<file path="src/rtl/rc_mesh_sub_if.sv">
// ---------------------------------------------------------------------------
// rc_mesh_sub_if : flit stream bundle between the input port and the crossbar
// Revision: 1.0
// ---------------------------------------------------------------------------
`default_nettype none

interface rc_mesh_sub_if #(
  parameter int DATASIZE = 40
);
  logic [DATASIZE-1:0] data_in;
  logic                valid_in;
  logic                ready_out;
  logic [DATASIZE-1:0] data_out;
  logic [3:0]          direction_out;
  logic                valid_out;
  logic                rc_ready;

  modport slave (
    input  data_in, valid_in, rc_ready,
    output ready_out, data_out, direction_out, valid_out
  );

  modport master (
    output data_in, valid_in, rc_ready,
    input  ready_out, data_out, direction_out, valid_out
  );
endinterface

`default_nettype wire

</file>
<file path="src/rtl/rc_mesh_sub.sv">
// ---------------------------------------------------------------------------
// rc_mesh_sub : parametrised XY / minimal-adaptive route compute with skid buffer
// Revision: 1.0
// ---------------------------------------------------------------------------
`default_nettype none

module rc_mesh_sub #(
  parameter int DATASIZE = 40,
  parameter int DST_LSB  = 32,
  parameter int X_NUM    = 3,
  parameter int Y_NUM    = 3,
  parameter int X_POS    = 0,
  parameter int Y_POS    = 0,
  parameter int WIDTH    = 3,
  parameter int ADAPTIVE = 1
) (
  input  logic             rc_clk,
  input  logic             rst_n,
  rc_mesh_sub_if.slave     bus,
  input  logic [WIDTH:0]   E_pressure_in,
  input  logic [WIDTH:0]   S_pressure_in,
  input  logic [WIDTH:0]   W_pressure_in,
  input  logic [WIDTH:0]   N_pressure_in,
  output logic [7:0]       bad_dst_cnt
);

  localparam logic [2:0] X_LIM  = 3'(X_NUM);
  localparam logic [2:0] Y_LIM  = 3'(Y_NUM);
  localparam logic [1:0] X_HERE = 2'(X_POS);
  localparam logic [1:0] Y_HERE = 2'(Y_POS);

  localparam logic [3:0] DIR_NONE = 4'b0000;
  localparam logic [3:0] DIR_S    = 4'b0001;
  localparam logic [3:0] DIR_E    = 4'b0010;
  localparam logic [3:0] DIR_W    = 4'b0100;
  localparam logic [3:0] DIR_N    = 4'b1000;
  localparam logic [3:0] DIR_IDLE = 4'b1111;

  logic [3:0]          dst;
  logic [1:0]          dst_x;
  logic [1:0]          dst_y;
  logic                dst_bad;
  logic                go_e;
  logic                go_s;
  logic [3:0]          x_port;
  logic [3:0]          y_port;
  logic [WIDTH:0]      x_press;
  logic [WIDTH:0]      y_press;
  logic [3:0]          route;
  logic                tie_hit;
  logic                accept;
  logic                push;
  logic                main_free;

  logic                main_valid_q, main_valid_d;
  logic [DATASIZE-1:0] main_data_q,  main_data_d;
  logic [3:0]          main_dir_q,   main_dir_d;
  logic                skid_valid_q, skid_valid_d;
  logic [DATASIZE-1:0] skid_data_q,  skid_data_d;
  logic [3:0]          skid_dir_q,   skid_dir_d;
  logic                tie_q,        tie_d;
  logic [7:0]          bad_cnt_q,    bad_cnt_d;

  always_comb begin
    dst     = bus.data_in[DST_LSB +: 4];
    dst_x   = dst[1:0];
    dst_y   = dst[3:2];
    dst_bad = ({1'b0, dst_x} >= X_LIM) || ({1'b0, dst_y} >= Y_LIM);
    go_e    = dst_x > X_HERE;
    go_s    = dst_y > Y_HERE;

    x_port  = DIR_NONE;
    x_press = W_pressure_in;
    if (go_e) begin
      x_port  = DIR_E;
      x_press = E_pressure_in;
    end else if (dst_x != X_HERE) begin
      x_port  = DIR_W;
    end

    y_port  = DIR_NONE;
    y_press = N_pressure_in;
    if (go_s) begin
      y_port  = DIR_S;
      y_press = S_pressure_in;
    end else if (dst_y != Y_HERE) begin
      y_port  = DIR_N;
    end

    // With two productive ports the less loaded neighbour wins; ties alternate.
    route   = x_port | y_port;
    tie_hit = 1'b0;
    if (x_port != DIR_NONE && y_port != DIR_NONE) begin
      if (ADAPTIVE == 0) begin
        route = x_port;
      end else if (x_press < y_press) begin
        route = x_port;
      end else if (y_press < x_press) begin
        route = y_port;
      end else begin
        route   = tie_q ? y_port : x_port;
        tie_hit = 1'b1;
      end
    end
  end

  assign accept    = bus.valid_in && !skid_valid_q;
  assign push      = accept && !dst_bad;
  assign main_free = !main_valid_q || bus.rc_ready;

  always_comb begin
    main_valid_d = main_valid_q;
    main_data_d  = main_data_q;
    main_dir_d   = main_dir_q;
    skid_valid_d = skid_valid_q;
    skid_data_d  = skid_data_q;
    skid_dir_d   = skid_dir_q;
    tie_d        = tie_q;
    bad_cnt_d    = bad_cnt_q;

    if (main_free) begin
      if (skid_valid_q) begin
        main_valid_d = 1'b1;
        main_data_d  = skid_data_q;
        main_dir_d   = skid_dir_q;
        skid_valid_d = push;
        if (push) begin
          skid_data_d = bus.data_in;
          skid_dir_d  = route;
        end
      end else if (push) begin
        main_valid_d = 1'b1;
        main_data_d  = bus.data_in;
        main_dir_d   = route;
      end else begin
        main_valid_d = 1'b0;
        main_dir_d   = DIR_IDLE;
      end
    end else if (push) begin
      skid_valid_d = 1'b1;
      skid_data_d  = bus.data_in;
      skid_dir_d   = route;
    end

    if (push && tie_hit) begin
      tie_d = !tie_q;
    end
    if (accept && dst_bad && bad_cnt_q != 8'hFF) begin
      bad_cnt_d = bad_cnt_q + 8'd1;
    end
  end

  always_ff @(posedge rc_clk or negedge rst_n) begin
    if (!rst_n) begin
      main_valid_q <= 1'b0;
      main_data_q  <= '0;
      main_dir_q   <= DIR_IDLE;
      skid_valid_q <= 1'b0;
      skid_data_q  <= '0;
      skid_dir_q   <= DIR_IDLE;
      tie_q        <= 1'b0;
      bad_cnt_q    <= 8'd0;
    end else begin
      main_valid_q <= main_valid_d;
      main_data_q  <= main_data_d;
      main_dir_q   <= main_dir_d;
      skid_valid_q <= skid_valid_d;
      skid_data_q  <= skid_data_d;
      skid_dir_q   <= skid_dir_d;
      tie_q        <= tie_d;
      bad_cnt_q    <= bad_cnt_d;
    end
  end

  assign bus.ready_out     = !skid_valid_q;
  assign bus.data_out      = main_data_q;
  assign bus.direction_out = main_dir_q;
  assign bus.valid_out     = main_valid_q;
  assign bad_dst_cnt       = bad_cnt_q;

endmodule

`default_nettype wire

</file>
<file path="src/flat_wrapper.sv">
// flat-port wrapper written by rule: the top's interface ports become plain ports
module rc_mesh_sub_flat 
#(
  parameter int DATASIZE = 40,
  parameter int DST_LSB  = 32,
  parameter int X_NUM    = 3,
  parameter int Y_NUM    = 3,
  parameter int X_POS    = 0,
  parameter int Y_POS    = 0,
  parameter int WIDTH    = 3,
  parameter int ADAPTIVE = 1
)
  (rc_clk, rst_n, E_pressure_in, S_pressure_in, W_pressure_in, N_pressure_in, bad_dst_cnt, bus_data_in, bus_valid_in, bus_rc_ready, bus_ready_out, bus_data_out, bus_direction_out, bus_valid_out);
  rc_mesh_sub_if #(.DATASIZE(DATASIZE)) bus_i ();
  input  logic rc_clk;
  input  logic rst_n;
  input  logic [WIDTH:0] E_pressure_in;
  input  logic [WIDTH:0] S_pressure_in;
  input  logic [WIDTH:0] W_pressure_in;
  input  logic [WIDTH:0] N_pressure_in;
  output logic [7:0] bad_dst_cnt;
  input wire logic [$bits(bus_i.data_in)-1:0] bus_data_in;
  input wire logic [$bits(bus_i.valid_in)-1:0] bus_valid_in;
  input wire logic [$bits(bus_i.rc_ready)-1:0] bus_rc_ready;
  output wire logic [$bits(bus_i.ready_out)-1:0] bus_ready_out;
  output wire logic [$bits(bus_i.data_out)-1:0] bus_data_out;
  output wire logic [$bits(bus_i.direction_out)-1:0] bus_direction_out;
  output wire logic [$bits(bus_i.valid_out)-1:0] bus_valid_out;
  assign bus_i.data_in = bus_data_in;
  assign bus_i.valid_in = bus_valid_in;
  assign bus_i.rc_ready = bus_rc_ready;
  assign bus_ready_out = bus_i.ready_out;
  assign bus_data_out = bus_i.data_out;
  assign bus_direction_out = bus_i.direction_out;
  assign bus_valid_out = bus_i.valid_out;
  rc_mesh_sub #(.DATASIZE(DATASIZE), .DST_LSB(DST_LSB), .X_NUM(X_NUM), .Y_NUM(Y_NUM), .X_POS(X_POS), .Y_POS(Y_POS), .WIDTH(WIDTH), .ADAPTIVE(ADAPTIVE)) u_core (.rc_clk(rc_clk), .rst_n(rst_n), .bus(bus_i), .E_pressure_in(E_pressure_in), .S_pressure_in(S_pressure_in), .W_pressure_in(W_pressure_in), .N_pressure_in(N_pressure_in), .bad_dst_cnt(bad_dst_cnt));
endmodule
</file>
<file path="config.mk">
export PLATFORM = sky130hd
export DESIGN_NAME = rc_mesh_sub_flat
export DESIGN_NICKNAME = d
export VERILOG_FILES = /design/src/rtl/rc_mesh_sub_if.sv /design/src/rtl/rc_mesh_sub.sv /design/src/flat_wrapper.sv
export SDC_FILE = /design/constraint.sdc
export NUM_CORES = 1
export LEC_CHECK = 0
export ABC_AREA = 1
export BUFFER_PORTS_ARGS = -buffer_cell sky130_fd_sc_hd__buf_2
export CAP_MARGIN = 20
export CORE_MARGIN = 2
export CORE_UTILIZATION = 50
export CTS_BUF_LIST = sky130_fd_sc_hd__clkbuf_4
export DETAILED_ROUTE_END_ITERATION = 7
export PLACE_DENSITY = 0.79
export SLEW_MARGIN = 5
export SYNTH_ARGS = -nofsm -noshare
export SYNTH_HDL_FRONTEND = slang
export SYNTH_SLANG_ARGS = --single-unit
</file>
<file path="constraint.sdc">
create_clock -name rc_clk -period 1.3 [get_ports rc_clk]
set_clock_uncertainty 0.05 [all_clocks]
set_input_delay 0.13 -clock rc_clk [delete_from_list [all_inputs] [get_ports rc_clk]]
set_output_delay 0.13 -clock rc_clk [all_outputs]
set_load 0.03 [all_outputs]
</file>
* Word level (Yosys, flattened, before mapping) *
Cells that the tools add are included.

cells by class
  add/sub/neg operators = 1
  equal/unequal tests = 2
  multiplexer cells = 28
  reduce and logical (&&, ||, !) cells = 19
  $lt $le $gt $ge = 6
  bitwise operators = 1

operators with widths
  cell                   count
  $mux W40               5
  $mux W4                14
  $add A8 B1 Y8 const B  1
  $lt A4 B4 Y1           2
  $mux W1                8
  $ne A8 B8 Y1 const B   1
  $reduce_bool A2 Y1     4
  $reduce_bool A4 Y1     2
  $logic_and A1 B1 Y1    6
  $ge A2 B2 Y1 const B   2
  $gt A2 B1 Y1 const B   2
  $logic_not A1 Y1       4
  $or A4 B4 Y4           1
  $mux W3                1
  $logic_or A1 B1 Y1     2
  $ne A2 B2 Y1 const B   1
  $reduce_and A2 Y1      1

storage, ports and cells
  register bits = 99
  input port bits = 60

* Depth between registers and ports, before layout *
  depth in word-level cells = 10
  depth in mapped cells = 15
  mapped depth without buffers = 15

* Worst setup path after synthesis *
No wires, ideal clock.

  path type = in2reg
  start = input bus_data_in[32]
  end = register u_core.tie_q
  path buffers = 0
  stages = 11
  path slack = -0.318 ns
  data arrival time = 1.447 ns
  path through = nor2_1 > inv_1 > nand2_1 > nand2_1 > ha_1 > nand2_1 > nor2_1 > nand2_1 > nor2_1 > nand2_1 > xor2_1

between the ends
  cells in the longest elaborated chain, start to end = 7
  elaborated cells on any way between the ends = 17
  classes of those cells = 4 x order compare; 6 x mux; 7 x reduce/logical

RTL lines
  element                                             RTL line                              source
  start, declared                                     flat_wrapper.sv:22                    input wire logic [$bits(bus_i.data_in)-1:0] bus_data_in;
  $gt A2 B1 Y1 or $reduce_bool A2 Y1 (tied branches)  rc_mesh_sub.sv:69, rc_mesh_sub.sv:77
  $mux W4 or $mux W3 (tied branches)                  rc_mesh_sub.sv:74, rc_mesh_sub.sv:77
  $lt A4 B4 Y1 or $mux W4 (tied branches)             rc_mesh_sub.sv:98, rc_mesh_sub.sv:74
  $mux W1 or $reduce_bool A4 Y1 (tied branches)       rc_mesh_sub.sv:98, rc_mesh_sub.sv:93
  $mux W1 or $logic_and A1 B1 Y1 (tied branches)      rc_mesh_sub.sv:96, rc_mesh_sub.sv:93
  $mux W1                                             rc_mesh_sub.sv:93                     if (x_port != DIR_NONE && y_port != DIR_NONE) begin
  $logic_and A1 B1 Y1 (*)                             rc_mesh_sub.sv:145                    if (push && tie_hit) begin
  end signal, assigned                                rc_mesh_sub.sv:170                    tie_q <= tie_d;
  end, declared                                       rc_mesh_sub.sv:61                     logic tie_q, tie_d;

Mark *: on every way between the ends. The rest lies on a longest branch, timed or not.
A chain may end at the register's enable or synchronous reset.

* Final worst setup path *
  start = register u_core.skid_valid_q
  end = register u_core.skid_data_q[20]

between the ends
  cells in the longest elaborated chain, start to end = 6
  elaborated cells on any way between the ends = 7
  classes of those cells = 1 x eq/ne; 3 x mux; 3 x reduce/logical

RTL lines
  element                 RTL line            source
  start, declared         rc_mesh_sub.sv:58   logic skid_valid_q, skid_valid_d;
  start signal, assigned  rc_mesh_sub.sv:167  skid_valid_q <= skid_valid_d;
  $logic_not A1 Y1        rc_mesh_sub.sv:107  assign accept = bus.valid_in && !skid_valid_q;
  $logic_and A1 B1 Y1     rc_mesh_sub.sv:107
  $logic_and A1 B1 Y1     rc_mesh_sub.sv:108  assign push = accept && !dst_bad;
  $mux W40 (3 in a row)   n/a
  end signal, assigned    rc_mesh_sub.sv:168  skid_data_q <= skid_data_d;
  end, declared           rc_mesh_sub.sv:59   logic [DATASIZE-1:0] skid_data_q, skid_data_d;

Parallel ways exist; a longest one is shown, timed or not. The select of a mux whose other input is x is not followed.

==> report_table.html <==
<table>
<tr><th>Metric</th><th>Value</th></tr>
<tr><th colspan="2">Yosys</th></tr>
<tr><td>Sequential-to-total area share from yosys stat</td><td>55.0%</td></tr>
<tr><td>Yosys warning count</td><td>0</td></tr>
<tr><td>Register bit total from synthesis</td><td>97</td></tr>
<tr><td>Netlist area before placement</td><td>0.00443 mm²</td></tr>
<tr><td>Ranking of synthesized cells by area</td><td>dfrtp_1, nand2_1, mux2i_1</td></tr>
<tr><td>Synth Instances</td><td>501</td></tr>
<tr><td>Synth Area per Inst</td><td>8.84 µm²</td></tr>
<tr><td>Synth area leader</td><td>dfrtp_1</td></tr>
<tr><td>Count of distinct cell types in the synthesized netlist</td><td>26</td></tr>
<tr><td>Fraction of synthesized cell area taken by the top area cell type</td><td>51.4%</td></tr>
<tr><td>Nets in the synthesized netlist</td><td>566</td></tr>
<tr><th colspan="2">STA</th></tr>
<tr><td>Maximum operating frequency</td><td>712 MHz</td></tr>
<tr><td>Unrepaired setup endpoints after global routing</td><td>true</td></tr>
<tr><td>Slack of the critical path</td><td>-104 ps</td></tr>
<tr><td>Number of max-slew violations in the final report</td><td>0</td></tr>
<tr><td>Worst-margin pin slew</td><td>313 ps</td></tr>
<tr><td>Total count of hold-check failures in the final report</td><td>0</td></tr>
<tr><td>Final setup vio count</td><td>99</td></tr>
<tr><td>Worst slew margin relative to its limit</td><td>79.2%</td></tr>
<tr><td>Final critical delay including setup and external delays</td><td>1400 ps</td></tr>
<tr><td>Final total negative setup slack</td><td>-5650 ps</td></tr>
<tr><td>Tcrit/Tclk final</td><td>108%</td></tr>
<tr><th colspan="2">Place</th></tr>
<tr><td>Half-perimeter wire length after placement</td><td>6930 µm</td></tr>
<tr><td>GPL Wtd Cong</td><td>0.841</td></tr>
<tr><td>Total instance count after detailed placement</td><td>737</td></tr>
<tr><td>Count of buffers inserted at the top-level ports</td><td>113</td></tr>
<tr><th colspan="2">Floorplan</th></tr>
<tr><td>Die Area</td><td>0.00963 mm²</td></tr>
<tr><td>Die outline width</td><td>98.1 µm</td></tr>
<tr><td>Die Y</td><td>98.1 µm</td></tr>
<tr><td>Initial standard-cell utilization of the core</td><td>51.3%</td></tr>
<tr><td>Number of placement rows</td><td>34</td></tr>
<tr><td>Std-Cell Core Area</td><td>0.00864 mm²</td></tr>
<tr><td>Top-level port count</td><td>114</td></tr>
<tr><th colspan="2">Final layout</th></tr>
<tr><td>Antenna cell count</td><td>0</td></tr>
<tr><td>Share of post-route cells with drive strength above 1</td><td>36.0%</td></tr>
<tr><td>Final cell count without fillers</td><td>811</td></tr>
<tr><td>Count of fill cells added during filler insertion</td><td>580</td></tr>
<tr><td>Synth-to-Final Area Change</td><td>46.0%</td></tr>
<tr><td>Nets@finish</td><td>763</td></tr>
<tr><th colspan="2">Clock tree</th></tr>
<tr><td>Clock buffers created by TritonCTS</td><td>9</td></tr>
<tr><td>Root buffer cell</td><td>clkbuf_4</td></tr>
<tr><td>CTS tree</td><td>built</td></tr>
<tr><td>Largest buffer count on any clock path</td><td>2</td></tr>
<tr><td>Clock transition at the registers of the reported paths</td><td>140 ps</td></tr>
<tr><td>Number of H-tree levels</td><td>3</td></tr>
<tr><td>Total clock sinks</td><td>97</td></tr>
<tr><td>Clock network latency to the later pin of the worst-skew pair</td><td>440 ps</td></tr>
<tr><th colspan="2">Status</th></tr>
<tr><td>Result of the run</td><td>finished with violations</td></tr>
<tr><td>Failing checks</td><td>negative setup slack</td></tr>
<tr><th colspan="2">Drt</th></tr>
<tr><td>Aggregate routed wire length</td><td>11800 µm</td></tr>
<tr><td>Post-route antenna net violation count</td><td>0</td></tr>
<tr><td>DRC violation count after routing</td><td>0</td></tr>
<tr><td>Drt via density</td><td>5.00</td></tr>
<tr><td>Via total after detailed routing</td><td>4055</td></tr>
<tr><td>Number of optimization iterations in the first detailed-route pass</td><td>6</td></tr>
<tr><td>Detailed Route Iter0 Violations</td><td>213</td></tr>
<tr><td>Average detailed-routed wire length per instance</td><td>14.6 µm</td></tr>
<tr><th colspan="2">Setup path</th></tr>
<tr><td>WP data required</td><td>1640 ps</td></tr>
<tr><td>Endpoint arrival time on the critical path</td><td>1740 ps</td></tr>
<tr><td>Critical path class</td><td>reg -&gt; reg</td></tr>
<tr><td>Crit start category</td><td>flip-flop</td></tr>
<tr><td>Worst-path cell with the longest stage delay</td><td>dfrtp_2</td></tr>
<tr><td>Longest individual stage delay on the worst path</td><td>450 ps</td></tr>
<tr><td>Cells traversed along the worst timing path</td><td>inv_4 -&gt; nand2_2 -&gt; inv_2 -&gt; nand2_4 -&gt; nor2_4 -&gt; buf_12 -&gt; buf_12 -&gt; nand2_1 -&gt; nand2_1</td></tr>
<tr><td>Capturing element type of the critical path</td><td>flip-flop</td></tr>
<tr><td>Critical-path maximum fanout</td><td>19</td></tr>
<tr><th colspan="2">Power and ir drop</th></tr>
<tr><td>Power density over the cells</td><td>1580 mW/mm²</td></tr>
<tr><td>Maximum resistive drop on vdd</td><td>0.904 mV</td></tr>
<tr><td>Overall power consumption</td><td>10.2 mW</td></tr>
<tr><td>Static leakage</td><td>3.36 nW</td></tr>
<tr><th colspan="2">Worst hold path</th></tr>
<tr><td>Worst min-delay path category</td><td>in -&gt; reg</td></tr>
<tr><th colspan="2">GRT</th></tr>
<tr><td>Number of global-route vias before repair</td><td>4124</td></tr>
<tr><td>Pin count of the biggest net entering global routing</td><td>55</td></tr>
<tr><td>Overall overflow remaining after global route</td><td>0</td></tr>
<tr><td>Gr usage total</td><td>24.5%</td></tr>
<tr><td>Global-route wire length before repair</td><td>19000 µm</td></tr>
<tr><td>Antenna violations before repair</td><td>0</td></tr>
<tr><th colspan="2">Run</th></tr>
<tr><td>Total of max-cap violations</td><td>0</td></tr>
</table>
==> critical path: cells and delay by family (launching register included) <==
| family | cells | cell delay (ps) |
|---|---|---|
| buf+inv | 4 | 470 |
| flops | 1 | 450 |
| simple gates | 5 | 370 |
==> path summary, 6_finish.rpt <==
kind / startpoint / cells past startpoint / to / slack (ps)
worst max-delay path: u_core.skid_valid_q / 9 / u_core.skid_data_q[20] / -100
worst min-delay path: bus_data_in[32] / 4 / u_core.skid_data_q[32] / 40
worst max register to register: u_core.skid_valid_q / 9 / u_core.skid_data_q[20] / -100
worst min register to register: u_core.skid_dir_q[2] / 2 / u_core.skid_dir_q[2] / 410
max in group asynchronous: rst_n / 3 / u_core.skid_data_q[31] / 330
min in group asynchronous: rst_n / 3 / u_core.bus.data_out[39] / 180
==> layout by cell type, fill, tap and decap left out, types with 6 or more instances in the layout <==
cell,count
clkbuf_4,12
inv_1,26
dfrtp_1,84
o21ai_2,15
nor2_1,7
nand2_2,13
o21ai_0,15
buf_4,39
nand2_1,190
dfrtp_2,7
inv_2,6
dlygate4sd3_1,39
buf_12,6
o21ai_1,40
dfstp_2,6
buf_2,99
mux2i_1,32
buf_6,17
==> power breakdown <==
group          total, mW  internal [mW]  leakage (nW)  switching [mW]
clock network       1.66          0.662        0.0819           0.998
logic               4.03           1.65          2.08            2.38
registers           4.54           3.94          1.19           0.597
==> metal layers <==
metal / wire length, µm / vias to the layer above / track usage (%) / part of all wire (%)
met5: 0 / - / 0 / 0
met4: 224 / 0 / 8.87 / 1.9
met3: 514 / 20 / 4.44 / 4.4
met2: 6220 / 114 / 42.8 / 53
met1: 4850 / 1938 / 30.5 / 41
li1: - / 1983 / - / -
==> stage by stage <==
stage | util, % | setup WS [ps] | area (µm²) | hold slack, ps
4_1_cts | 72.5 | -87.1 | 6260 | 23.8
5_1_grt | 74.9 | -174 | 6470 | 23.5
3_3_place_gp | 62.3 | -298 | 5380 | -76.4
3_5_place_dp | 62.3 | -335 | 5380 | -74.4
2_1_floorplan | - | -116 | 4480 | -216
6_report | 74.9 | -104 | 6470 | 36.6
==> Yosys cell counts <==
library cell and instances:
nor2_2 2, mux2i_1 32, nand2_2 2, a21oi_1 3, nand3_1 4, nor3_4 1
nand2_4 1, inv_4 1, a31oi_1 1, buf_2 13, o21ai_1 55, dfstp_2 6
xor2_1 4, a21oi_4 1, buf_4 8, inv_2 5, nor2_1 12, dfrtp_1 91
nor3_1 1, inv_1 28, ha_1 5, o21ai_0 15, nand2_1 204, xnor2_1 3
clkbuf_1 2, nor2_4 1
==> cell families after synthesis <==
family | Yosys count | synth area share [%]
flip-flops | 97 | 55.0
AND/OR/NAND/NOR | 228 | 20.3
multiplexers | 32 | 7.23
adder cells (fa/ha/maj) | 5 | 1.41
buffers and inverters | 57 | 5.93
XOR/XNOR | 7 | 1.38
AO/OA/AOI/OAI | 75 | 8.76
==> registers in the layout (all words and copies together), names as in the netlist <==
register,cells
u_core.skid_dir_q,3
u_core.bus.direction_out,3
u_core.bad_dst_cnt,8
u_core.bus.data_out,40
u_core.tie_q,1
u_core.skid_valid_q,1
u_core.bus.valid_out,1
u_core.skid_data_q,40
==> layout make-up <==
type	count	area (µm²)	share of cell area [%]
timing repair buffer	209	1700	26.3
tap	108	135	2.09
sequential	97	2440	37.8
clock inverter	4	52.6	0.813
inverter	34	146	2.26
multi-input combinational	347	1900	29.4
clock buffer	12	90.1	1.39
==> repair_timing <==
action                                 in CTS  in global routing
buffers inserted                            9                  5
pin swaps                                   3                  0
endpoints found under the hold margin     163                  0
hold buffers                               39                  0
resized for setup                          53                 37
setup endpoints to repair                 101                107
cloned                                      3                  2
Note: power is estimated with default switching activity, not from simulation.
